`src/rtl/kb_cmd_ctrl.sv`:
```
// Keyboard command controller: tracks scan-code-set-2 E0/F0 prefixes,
// maps make codes to 3-bit game commands and queues them in a 4-entry FIFO.
//
// state   | meaning
// --------+-----------------------------------------------
// IDLE    | no prefix pending; next byte decoded with normal table
// EXT     | E0 seen; next byte decoded with extended table
// BRK     | F0 seen; next non-prefix byte is discarded
// EXT_BRK | E0 F0 seen; next non-prefix byte is discarded
module kb_cmd_ctrl #(
    parameter int TO_CYC = 1000000
) (
    input  logic       CLK,
    input  logic       RESET,
    input  logic       NewKB,
    input  logic [7:0] KB_DAT,
    output logic       CMD_VALID,
    output logic [2:0] CMD,
    input  logic       CMD_RDY,
    output logic [2:0] FIFO_LVL,
    output logic [7:0] DROP_CNT
);

    // Timer counts down from TO_CYC-1; reaching zero outside IDLE is the timeout.
    localparam logic [23:0] TO_LOAD = 24'(TO_CYC - 1);

    typedef enum logic [1:0] {IDLE, EXT, BRK, EXT_BRK} prefixState_t;

    prefixState_t state, stateNext;
    logic [23:0]  timer, timerNext;
    logic         pushReq;
    logic [2:0]   pushCmd;

    logic [2:0]   fifoMem [4];
    logic [1:0]   rdPtr, wrPtr;
    logic [2:0]   level;
    logic [7:0]   dropCnt;
    logic         fifoFull, doPop, doPush, doDrop;

    // Returns {mapped, cmd} for the normal (unprefixed) table.
    function automatic logic [3:0] normalMap(input logic [7:0] b);
        case (b)
            8'h1D, 8'h75: normalMap = 4'b1_000;
            8'h1B, 8'h72: normalMap = 4'b1_001;
            8'h1C, 8'h6B: normalMap = 4'b1_010;
            8'h23, 8'h74: normalMap = 4'b1_011;
            8'h29:        normalMap = 4'b1_100;
            8'h2D:        normalMap = 4'b1_101;
            8'h5A:        normalMap = 4'b1_110;
            8'h76:        normalMap = 4'b1_111;
            default:      normalMap = 4'b0_000;
        endcase
    endfunction

    // Returns {mapped, cmd} for the E0-prefixed table.
    function automatic logic [3:0] extMap(input logic [7:0] b);
        case (b)
            8'h75:   extMap = 4'b1_000;
            8'h72:   extMap = 4'b1_001;
            8'h6B:   extMap = 4'b1_010;
            8'h74:   extMap = 4'b1_011;
            default: extMap = 4'b0_000;
        endcase
    endfunction

    // Prefix next-state, timeout timer and decode of the incoming byte.
    always_comb begin
        stateNext = state;
        timerNext = timer;
        pushReq   = 1'b0;
        pushCmd   = 3'd0;
        if (NewKB) begin
            timerNext = TO_LOAD;
            case (KB_DAT)
                8'hE0: stateNext = EXT;
                8'hF0: stateNext = (state == EXT || state == EXT_BRK) ? EXT_BRK : BRK;
                default: begin
                    stateNext = IDLE;
                    if (state == IDLE)
                        {pushReq, pushCmd} = normalMap(KB_DAT);
                    else if (state == EXT)
                        {pushReq, pushCmd} = extMap(KB_DAT);
                end
            endcase
        end else if (state != IDLE) begin
            if (timer == 24'd0) begin
                stateNext = IDLE;
                timerNext = TO_LOAD;
            end else begin
                timerNext = timer - 24'd1;
            end
        end
    end

    // Prefix state and timer registers.
    always_ff @(posedge CLK) begin
        if (RESET) begin
            state <= IDLE;
            timer <= TO_LOAD;
        end else begin
            state <= stateNext;
            timer <= timerNext;
        end
    end

    assign fifoFull = (level == 3'd4);
    assign doPop    = CMD_VALID & CMD_RDY;
    assign doPush   = pushReq & (~fifoFull | doPop);
    assign doDrop   = pushReq & fifoFull & ~doPop;

    // Command FIFO storage, pointers, fill level and saturating drop counter.
    always_ff @(posedge CLK) begin
        if (RESET) begin
            for (int i = 0; i < 4; i++) fifoMem[i] <= 3'd0;
            rdPtr   <= 2'd0;
            wrPtr   <= 2'd0;
            level   <= 3'd0;
            dropCnt <= 8'd0;
        end else begin
            if (doPop) rdPtr <= rdPtr + 2'd1;
            if (doPush) begin
                fifoMem[wrPtr] <= pushCmd;
                wrPtr          <= wrPtr + 2'd1;
            end
            case ({doPush, doPop})
                2'b10:   level <= level + 3'd1;
                2'b01:   level <= level - 3'd1;
                default: level <= level;
            endcase
            if (doDrop && dropCnt != 8'hFF) dropCnt <= dropCnt + 8'd1;
        end
    end

    assign CMD_VALID = (level != 3'd0);
    assign CMD       = fifoMem[rdPtr];
    assign FIFO_LVL  = level;
    assign DROP_CNT  = dropCnt;

endmodule
```
`config.mk`:
```
export PLATFORM = sky130hd
export DESIGN_NAME = kb_cmd_ctrl
export DESIGN_NICKNAME = d
export VERILOG_FILES = /design/src/rtl/kb_cmd_ctrl.sv
export SDC_FILE = /design/constraint.sdc
export NUM_CORES = 1
export LEC_CHECK = 0
export ABC_AREA = 1
export BUFFER_PORTS_ARGS = -buffer_cell sky130_fd_sc_hd__clkbuf_2
export CORE_AREA = 8 8 96 98
export DETAILED_ROUTE_END_ITERATION = 8
export DIE_AREA = 0 0 104 106
export GPL_TIMING_DRIVEN = 0
export HOLD_SLACK_MARGIN = 0.03
export PLACE_DENSITY = 0.58
export SLEW_MARGIN = 0
export SYNTH_ARGS = -nofsm -noshare
export SYNTH_HDL_FRONTEND = slang
export SYNTH_SLANG_ARGS = --single-unit
```
`constraint.sdc`:
```
create_clock -name CLK -period 2 [get_ports CLK]
set_input_delay 0.1 -clock CLK [delete_from_list [all_inputs] [get_ports CLK]]
set_output_delay 0.1 -clock CLK [all_outputs]
set_load 0.01 [all_outputs]
```
; Word-level counts from Yosys, hierarchy flattened
; Memory sizes are Yosys's and may differ from the RTL's. A register that Yosys moved wholly into a read port is not among the register bits.
; Index checks and enable logic that the tools add are counted.
[word_totals]
regBits = 41
mem_bits_rw = 12
input_bits = 12
output_inout_bits = 15
word_cells = 84
memories = 1
[classes]
add_sub_neg = 6
eq_ne = 20
n_mux = 27
bitwise = 7
n_reduce_logical = 17
[memory_table]
columns = name, depth, word_bits, read_ports, rd_clocked_by_memory_dff, wr, line
row1 = fifoMem, 4, 3, 1, 1, 4, 34  ; logic [2:0] fifoMem [4];
[op_table]
columns = op, n
row1 = "== test 8 x 7 -> 1 bit, second input constant", 6
row2 = case mux 4 bit (8 select lines), 1
row3 = "== test 8 x 5 -> 1 bit, second input constant", 3
row4 = "== test 8 x 6 -> 1 bit, second input constant", 3
row5 = zero test 24 bit, 1
row6 = 2-to-1 mux 24 bit, 1
row7 = "subtractor 24 x 1 -> 24 bit, second input constant", 1
row8 = "== test 8 bit, second input constant", 2
row9 = case mux 4 bit (4 select lines), 1
row10 = 2-to-1 mux 3 bit, 5
row11 = 2-to-1 mux 2 bit, 6
row12 = OR reduction 2 bit, 6
row13 = 2-to-1 mux 1 bit, 11
row14 = "adder 8 x 1 -> 8 bit, second input constant", 1
row15 = "inequality test 8 bit, second input constant", 1
row16 = nonzero test 2 bit, 4
row17 = case mux 3 bit (2 select lines), 1
row18 = "adder 2 x 1 -> 2 bit, second input constant", 2
row19 = bitwise AND 1 bit, 4
row20 = "== test 2 x 1 -> 1 bit, second input constant", 2
row21 = "== test 2 bit, second input constant", 2
row22 = case mux 2 bit (2 select lines), 1
row23 = "adder 3 x 1 -> 3 bit, second input constant", 1
row24 = "== test 3 bit, second input constant", 1
row25 = other kinds (9), 10

; Logic depth before layout (Yosys ltp)
; Gate-level depths: netlist (run 1).
[logic_depth]
depth_word = 12
depth_mapped = 15
mapped_depth_nobuf = 15

; Least setup slack after synthesis (run 1)
; OpenSTA, ideal clock, no wires.
[synth_timing]
path_type = register to register
start = reg state[1]
end = reg level[2], in the netlist FIFO_LVL[2]
arrival_time_ps = 1750
path_slack_ps = 135
stages_incl_launch_ff = 10
path_buffers = 0
path_cell_list = dfxtp_1 nor2_2 nand4_2 nand2_4 nand2_1 fa_1 inv_1 nand2_1 a21oi_1 nor2_1
[synth_between]
elab_chain_len = 8
[synth_lines]
columns = element, line
row1 = start: declaration, 29  ; prefixState_t state, stateNext;
row2 = start signal: assignment, 101  ; state <= stateNext;
row3 = == test 2 x 1 -> 1 bit, 81  ; else if (state == EXT)
row4 = 2-to-1 mux 1 bit, 81
row5 = 2-to-1 mux 1 bit (*), 79  ; if (state == IDLE)
row6 = 2-to-1 mux 1 bit (*), 74  ; case (KB_DAT)
row7 = 2-to-1 mux 1 bit (*), 72  ; if (NewKB) begin
row8 = bitwise AND 1 bit (*), 108  ; assign doPush = pushReq & (~fifoFull | doPop);
row9 = == test 2 x 1 -> 1 bit / == test 2 bit (equally long branches), 125  ; case ({doPush, doPop})
row10 = case mux 3 bit (2 select lines) / nonzero test 2 bit (equally long branches), n/a
row11 = end signal: assignment, 126  ; 2'b10: level <= level + 3'd1;
row12 = end signal: assignment, 127  ; 2'b01: level <= level - 3'd1;
row13 = end signal: assignment, 128  ; default: level <= level;
row14 = end: declaration, 36  ; logic [2:0] level;
; Mark *: on every way between the ends. The rest lies on a longest branch, timed or not.
; A chain may end at the register's enable or synchronous reset.

==> results of run 1 <==
==> cell usage after synthesis <==
library cell	count
nand4_1	12
a211oi_1	1
clkbuf_1	1
xor2_1	9
clkinv_1	1
or2_1	1
o21ai_0	16
nor2_2	5
nand3b_2	1
nand3_2	2
a21oi_1	16
nand2_4	2
o31ai_1	2
dfxtp_1	43
nor2_8	1
nor3_1	15
ha_1	3
nand4_2	1
a21oi_4	1
nor4_1	2
o2111ai_1	1
o21ai_2	1
buf_2	1
nand3_1	24
o221ai_1	1
o22ai_1	4
or3_1	1
or2_2	7
nand2_2	6
o21ai_1	2
nor2_4	4
edfxtp_1	12
fa_1	1
nor2_1	72
inv_2	4
nor4_4	1
nand2_1	83
inv_1	58
xnor2_1	2
==> layout make-up <==
| cell class | count | area (µm²) | share of cell area (%) |
|---|---|---|---|
| Buffer | 2 | 8.76 | 0.254 |
| Tap cell | 105 | 131 | 3.81 |
| Sequential cell | 55 | 1220 | 35.5 |
| Multi-Input combinational cell | 300 | 1590 | 46.2 |
| Clock buffer | 6 | 73.8 | 2.14 |
| Clock inverter | 2 | 17.5 | 0.508 |
| Timing Repair Buffer | 30 | 160 | 4.64 |
| Inverter | 63 | 239 | 6.93 |
==> layer usage <==
metal | global-route usage [%] | share of wire, %
met5 | 0 | 0
met4 | 2.79 | 0.57
met3 | 2.24 | 2.0
met2 | 22.1 | 50
met1 | 13.3 | 47
==> cell usage in the layout, fill, tap and decap left out, types with 4 or more instances in the layout <==
cell type / Yosys / final
edfxtp_1: 12 / 12
clkbuf_8: 0 / 5
dfxtp_1: 43 / 41
buf_4: 0 / 4
xor2_1: 9 / 9
clkbuf_2: 0 / 27
or2_2: 7 / 7
nand2_2: 6 / 6
o22ai_1: 4 / 4
nand2_1: 83 / 83
nor2_1: 72 / 69
o21ai_0: 16 / 16
nor3_1: 15 / 12
inv_1: 58 / 58
a21oi_1: 16 / 16
nand3_1: 24 / 23
nand4_1: 12 / 12
nor2_2: 5 / 6
nor2_4: 4 / 6
==> power groups by stage <==
stage	Sequential [W]	Combinational, W	Clock (W)
CTS	0.00124	0.000497	0.000649
global placement	0.00126	0.000484	0
finish	0.00124	0.000502	0.000631
global route	0.00125	0.000574	0.000687
floorplan	0.00126	0.000335	0
detailed placement	0.00126	0.000496	0
==> final timing paths <==
| check | from | to | slack, ps | cells past startpoint |
|---|---|---|---|---|
| hold reg to reg | timer[23] | timer[23] | 480 | 2 |
| setup / recovery | FIFO_LVL[0] | fifoMem[0][0] | 170 | 11 |
| setup reg to reg | FIFO_LVL[0] | fifoMem[0][0] | 170 | 11 |
| hold / removal | NewKB | state[0] | 80 | 3 |
==> critical path: stages (launching register included) <==
cell,delay [ps]
dfxtp_1,410
nor2_2,70
nand2_1,90
nand2_2,80
inv_1,150
nor2_4,60
buf_4,150
nor2_8,140
nand2_4,80
nor2_4,110
nand2_2,90
nand2_1,120
==> logic make-up (layout without fill, tap and decap cells) <==
group | after synthesis | after routing | synth area share (%)
adder cells (fa/ha/maj) | 4 | 4 | 1.90
AO/OA/AOI/OAI | 45 | 45 | 8.61
buffers and inverters | 65 | 103 | 8.11
XOR/XNOR | 11 | 11 | 3.19
flip-flops | 55 | 55 | 40.4
AND/OR/NAND/NOR | 240 | 240 | 37.8
==> sequential cells by signal, summed over array words and instances, names as in the netlist, named ones only <==
register	count
fifoMem	12
state	2
wrPtr	2
timer	24
DROP_CNT	8
FIFO_LVL	3
rdPtr	2
==> what timing repair did <==
action                                 CTS  global route
hold buffers                             0             0
pin swaps                                1             3
buffers inserted                         2             2
setup endpoints to repair                1            11
endpoints found under the hold margin    0             0
resized for setup                        1            11
==> through the flow <==
step / utilization, % / std cells / setup WS [ps] / instance area (µm²) / setup TNS [ps]
after CTS: 43.3 / 561 / 60.1 / 3400 / 0
after floorplan: - / 420 / 135 / 3020 / 0
after global routing: 44.0 / 563 / -56.3 / 3450 / -58.7
final: 44.0 / 563 / 166 / 3450 / 0
after global placement: 41.9 / 551 / -136 / 3280 / -136
after detailed placement: 41.9 / 551 / -163 / 3280 / -163
==> metrics.md, run 1 <==
| Metric | Value |
|---|---|
| Leakage | 1.52 nW |
| Clk sinks | 55 |
| Largest area contributor in the netlist | dfxtp_1 |
| P_int | 0.00162 W |
| Setup Skew | 8.95 ps |
| Min-Delay Path Class | in -> reg |
| Max_cap viols | 0 |
| Vias in the first global route | 2,558 |
| Switching Power | 0.000745 W |
| Clock Pin Slew Worst Setup and Hold Paths | 110 ps |
| Grt ovf | 0 |
| Sequential area share after synthesis | 40.4% |
| Final setup fails | 0 |
| Starting Density | 38.5% |
| Critical path startpoint category | flip-flop |
| Crit Path Max Fanout | 5 |
| Overall power | 0.00237 W |
| Share of the synthesized area in the top cell type | 28.5% |
| Vias per cell | 4.77 |
| Row count | 33 |
| Final WL | 6340 µm |
| Min Hold Slack | 76.0 ps |
| H-tree Lvls | 2 |
| Hpwl dp | 4820 µm |
| Worst-Skew Late Latency | 310 ps |
| Share of layout cells above drive strength 1 | 18.3% |
| WS Path Type | reg -> reg |
| FF+latch count, synth | 55 |
| VDD IR-drop max | 326 µV |
| Rel. slew slack | 62.4% |
| Power share of the sequential group | 52.2% |
| Final Slew Violations | 0 |
| CTS tree | done |
| Yosys Warn Count | 0 |
| Fillers | 833 |
| Max Root-Sink Buffers | 2 |
| Pwr dens | 687 mW/mm² |
| Die height | 106 µm |
| CP endpoint kind | flip-flop |
| IO Port Bufs | 26 |
| Io pins | 27 |
| Root Buffer | clkbuf_8 |
| CTS buffer count | 5 |
| DR DRC count | 0 |
| Synth-to-Final Area Change | 14.1% |
| Post-Synthesis Cells | 420 |
| Synth top area cells | dfxtp_1 28%, edfxtp_1 12%, nand2_1 10% |
| Post-DRT Antenna Nets | 0 |
| Die Wd | 104 µm |
| Min cycle time layout | 1830 ps |
| Drt first pass iters | 4 |
| Die Area | 0.0110 mm² |
| Max Fclk | 545 MHz |
| Pin count of the biggest net entering global routing | 18 |
| GPL Wtd Cong | 0.831 |
| Ant diodes | 0 |
| Avg WL per Cell | 11.3 µm |
| Initial antenna violation count | 0 |
| Slew at the pin closest to its max-slew limit | 563 ps |
| Post-synth cell types | 39 |
| Data required, critical path | 2020 ps |
| First-pass GRT wire length | 11,100 µm |
| Post-synth net total | 436 |
| Clock power frac | 26.7% |
| Worst path arrival time | 1850 ps |
| Core region area | 0.00785 mm² |
| DR iter-0 viols | 92 |
| Outcome | completed |
| Sw frac | 31.4% |
| Cell Area, Synth | 0.00302 mm² |
| Gate power share | 21.2% |
| DR vias | 2,685 |
| GRT Total Usage | 11.7% |
| Post-layout nets | 473 |
| Period utilization | 91.7% |
| Syn avg cell area | 7.20 µm² |
| Endpoints failing hold | 0 |
Power figures use the tool's default switching activity.
==> run 2, diff against run 1 <==
CORE_AREA = 8 8 81 83   (was 8 8 96 98)
DIE_AREA = 0 0 89 91   (was 0 0 104 106)
PLACE_DENSITY = 0.78   (was 0.58)
clock period = 1.8 ns   (was 2 ns; I/O delays follow)
==> metrics.md, run 2 (synthesis results as in run 1) <==
| Metric | Value |
|---|---|
| Root Buffer | clkbuf_8 |
| Reg2reg start | timer[4] |
| Ant diodes | 0 |
| Share of layout cells above drive strength 1 | 27.7% |
| Grt ovf | 0 |
| Clock Pin Slew Worst Setup and Hold Paths | 100 ps |
| Final WL | 7150 µm |
| Final Slew Violations | 0 |
| Vias per cell | 5.16 |
| CTS tree | done |
| Final worst slack | 7.98 ps |
| Pwr dens | 720 mW/mm² |
| Outcome | completed |
| Row count | 27 |
| Setup Skew | 13.2 ps |
| GRT met2 Usage | 30.3% |
| Max Fclk | 558 MHz |
| M1 GR Usage | 17.8% |
| R2r setup slk | 8 ps |
| Worst setup path startpoint | timer[4] |
| CP endpoint kind | flip-flop |
| Synth-to-Final Area Change | 24.5% |
| RSZ-0062 raised after global routing | yes |
| Io pins | 27 |
| Hpwl dp | 4710 µm |
| Critical path startpoint category | flip-flop |
| Drt first pass iters | 4 |
| Max_cap viols | 0 |
| Crit Path Max Fanout | 4 |
| Rel. slew slack | 59.1% |
| Starting Density | 56.6% |
| Overall power | 0.00271 W |
| Period utilization | 99.6% |
| Die Wd | 89 µm |
| Pin count of the biggest net entering global routing | 17 |
| Min-Delay Path Class | in -> reg |
| Initial antenna violation count | 0 |
| Die height | 91 µm |
| Data required, critical path | 2010 ps |
| Min Hold Slack | 61.7 ps |
| Post-layout nets | 503 |
| Core region area | 0.00534 mm² |
| H-tree Lvls | 2 |
| Leakage | 1.68 nW |
| WS Path Type | reg -> reg |
| Final setup fails | 0 |
| Slew at the pin closest to its max-slew limit | 613 ps |
| Max Root-Sink Buffers | 2 |
| Max reg flops | 24 |
| Avg WL per Cell | 12.8 µm |
| VDD IR-drop max | 718 µV |
| Vias in the first global route | 2,569 |
| Most flops, register | timer |
| DR DRC count | 0 |
| DR iter-0 viols | 129 |
| Min cycle time layout | 1790 ps |
| GRT Total Usage | 16.3% |
| Hold path startpoint | NewKB |
| Worst path arrival time | 2000 ps |
| DR vias | 2,891 |
| IO Port Bufs | 26 |
| Busiest layer in global routing | met2 |
| Commonest non-fill, non-tap cell in the layout | nand2_1 |
| Setup TNS | 0 ps |
| Post-Route Utilization | 70.5% |
| Most frequent cells in the layout | 76 x nand2_1, 70 x nor2_1, 54 x inv_1 |
| Met3 Track Usage GR | 2.88% |
| Worst-Skew Late Latency | 310 ps |
| Die Area | 0.00810 mm² |
| GPL Wtd Cong | 0.854 |
| First-pass GRT wire length | 10,800 µm |
| CTS buffer count | 5 |
| Endpoints failing hold | 0 |
| Post-DRT Antenna Nets | 0 |
| Clk sinks | 55 |
| Placement Setup Slack | -303 ps |
[run 2: changes by cell type in the layout (fill, tap and decap cells not counted), sizes merged]
cell / delta
clkbuf: +1
buf: +30
clkinv: -1
[run 2: power breakdown]
part	switching, W	leakage (nW)	total [W]	internal, W
clock network	0.000395	0.0482	0.000707	0.000312
logic	0.000384	1.16	0.000625	0.000241
registers	0.0000544	0.473	0.00138	0.00132
total	0.000834	1.68	0.00271	0.00188
[run 2: worst paths after layout]
path	depth (start not counted)	end
min reg2reg	2	rdPtr[1]
max reg2reg	11	timer[15]
max	11	timer[15]
min	3	state[0]
[run 2: layer usage]
layer  routed length, µm  up-vias  share of wire (%)
li1                    -     1491                  -
met1                2980     1348                 42
met2                3840       42                 54
met3                 224       10                3.1
met4                 106        0                1.5
met5                   0        -                  0
[run 2: per-stage QoR]
stage	std cells	cell area (µm²)
after floorplan	420	3030
after global placement	518	3250
after detailed placement	518	3250
after CTS	532	3410
after global routing	560	3760
final	560	3760
[run 2: what timing repair did]
action                                  CTS  global route
buffers inserted                          6            28
hold endpoints to repair                  0             0
hold buffers                              0             0
endpoints found under the setup margin   16            43
resized for setup                         9            43
pin swaps                                 4            25
[run 2: worst max-delay path: stages (launching register included)]
cell and delay (ps):
dfxtp_2 350, or2_4 260, nor3_2 120, nand3_1 120, nor2_1 130, nand2_1 90, o21ai_2 200, nor2_4 80
inv_2 110, buf_4 120, buf_4 90, a21oi_1 30
[run 2: area by class of cell]
| type | instances | area, µm² |
|---|---|---|
| tap | 72 | 90.1 |
| clock inverter | 1 | 5.00 |
| sequential | 55 | 1240 |
| clock buffer | 7 | 86.3 |
| buffer | 2 | 8.76 |
| timing repair buffer | 60 | 393 |
| multi-input combinational | 300 | 1700 |
| fill | 429 | 1570 |
| inverter | 63 | 241 |
==> run 3, diff against run 2 <==
==> constraint.sdc (replaced) <==
create_clock -name CLK -period 1.8 [get_ports CLK]
set_input_delay 0.18 -clock CLK [delete_from_list [all_inputs] [get_ports CLK]]
set_output_delay 0.18 -clock CLK [all_outputs]
set_load 0.01 [all_outputs]
==> metrics.md, run 3 (synthesis results as in run 1) <==
| Metric | Value |
|---|---|
| Outcome | completed |
| Max stage delay cell, worst path | dfxtp_4 |
| Max Fclk | 560 MHz |
| VDD IR-drop max | 534 µV |
| Grt ovf | 0 |
| Reg2reg start | state[0] |
| Post-Route Utilization | 70.3% |
| Placement Setup Slack | -312 ps |
| Min cycle time layout | 1780 ps |
| RR Endpoint | fifoMem[2][2] |
| Final std cells w/o fill | 551 |
| Crit-path cells | buf_4, nand3_1, nand2_2, a21oi_4, nand2_4, nor2_8, nand2_4, nor2_4, nand2_2, nand2_2 |
| Most frequent cells in the layout | 75 x nand2_1, 65 x nor2_1, 53 x inv_1 |
| IO Port Bufs | 26 |
| Max Root-Sink Buffers | 2 |
| Max reg flops | 24 |
| Leakage | 1.65 nW |
| Final worst slack | 15.1 ps |
| Root Buffer | clkbuf_8 |
| Setup TNS | 0 ps |
| Hpwl dp | 4700 µm |
| DR DRC count | 0 |
| Final setup fails | 0 |
| GRT Total Usage | 15.9% |
| Ant diodes | 0 |
| R2r setup slk | 20 ps |
| DR vias | 2,882 |
| Share of layout cells above drive strength 1 | 28.4% |
| Avg WL per Cell | 12.5 µm |
| CP Buf/Inv Count | 1 |
| Core region area | 0.00534 mm² |
| WS Path Type | reg -> reg |
| Clock Pin Slew Worst Setup and Hold Paths | 100 ps |
| Data required, critical path | 1830 ps |
| Post-layout nets | 494 |
| Register area | 0.00124 mm² |
| CTS tree | done |
| Reg2Reg Depth | 10 |
| Row count | 27 |
| WP depth | 10 |
| CP endpoint kind | flip-flop |
| Most flops, register | timer |
| Max_cap viols | 0 |
| Busiest layer in global routing | met2 |
| Overall power | 0.00271 W |
| RSZ-0062 raised after global routing | yes |
| CP peak stage delay | 370 ps |
| Vias in the first global route | 2,516 |
| Io pins | 27 |
| Commonest non-fill, non-tap cell in the layout | nand2_1 |
| Pin count of the biggest net entering global routing | 16 |
| Initial antenna violation count | 0 |
| Hold buffers post-CTS | 0 |
| Rel. slew slack | 55.0% |
| Min-Delay Path Class | in -> reg |
| Slew at the pin closest to its max-slew limit | 674 ps |
| Critical path startpoint category | flip-flop |
| Die Wd | 89 µm |
| Cell family with most CP delay | simple AND/OR/NAND/NOR gates |
| DR iter-0 viols | 139 |
| Hold EP | DROP_CNT[6] |
| Endpoints failing hold | 0 |
| Fillers | 435 |
| M1 GR Usage | 17.5% |
| Worst path most repeated cell | nand2_2 |
| Setup Skew | 11.7 ps |
| CTS buffer count | 5 |
| Drt first pass iters | 4 |
| Clk sinks | 55 |
| Die Area | 0.00810 mm² |
| H-tree Lvls | 2 |
| Post-DRT Antenna Nets | 0 |
| Starting Density | 56.6% |
| Worst-Skew Late Latency | 320 ps |
| Crit Path Max Fanout | 4 |
| Hold path startpoint | RESET |
| Met3 Track Usage GR | 2.70% |
| Multi-input gate area | 0.00175 mm² |
| Placed cell count | 518 |
| Final WL | 6910 µm |
| Vias per cell | 5.23 |
| Period utilization | 99.2% |
| Final Slew Violations | 0 |
| Worst path arrival time | 1820 ps |
| Hold Path Stages | 2 |
| GRT met2 Usage | 29.3% |
| Die height | 91 µm |
| Pwr dens | 722 mW/mm² |
| Synth-to-Final Area Change | 24.1% |
| First-pass GRT wire length | 10,500 µm |
| GPL Wtd Cong | 0.835 |
==> run 3: routing by layer <==
layer | part of all wire (%) | wire length, µm | vias up
met5 | 0 | 0 | -
met1 | 42 | 2920 | 1352
met3 | 3.1 | 216 | 10
met2 | 53 | 3690 | 43
li1 | - | - | 1477
met4 | 1.2 | 80 | 0
==> run 3: final cells by class <==
class                   instances  area share [%]
inverters                      63            6.57
flip-flops and latches         55            33.0
repair buffers                 51            8.81
clock inverters                 1           0.133
well taps                      72            2.40
plain buffers                   2           0.233
multi-input cells             300            46.8
clock buffers                   7            2.13
==> run 3: power by group <==
part           leakage, nW  total (W)  internal [W]  switching (W)
clock network       0.0456   0.000688      0.000289       0.000399
registers            0.473    0.00138       0.00132      0.0000559
logic                 1.13   0.000644      0.000244       0.000400
total                 1.65    0.00271       0.00186       0.000854
==> run 3: stage by stage <==
| stage | hold slack (ps) | cell area [µm²] |
|---|---|---|
| finish | 138 | 3750 |
| global route | 152 | 3750 |
| CTS | 117 | 3400 |
| detailed placement | 462 | 3260 |
| global placement | 456 | 3260 |
| floorplan | 249 | 3040 |
==> run 3: repair_timing <==
| item | in CTS | in global routing |
|---|---|---|
| setup buffers | 6 | 19 |
| gates resized for setup | 6 | 56 |
| setup endpoints to repair | 17 | 38 |
| pin swaps | 4 | 22 |
==> run 3: worst max path at each step <==
stage | slack, ps | start | to
finish | 20 | state[0] | fifoMem[2][2]
global route | -50 | KB_DAT[1] | FIFO_LVL[2]
CTS | 10 | timer[14] | state[1]
detailed placement | -310 | KB_DAT[0] | FIFO_LVL[2]
global placement | -250 | KB_DAT[0] | FIFO_LVL[2]
floorplan | 30 | KB_DAT[7] | FIFO_LVL[2]
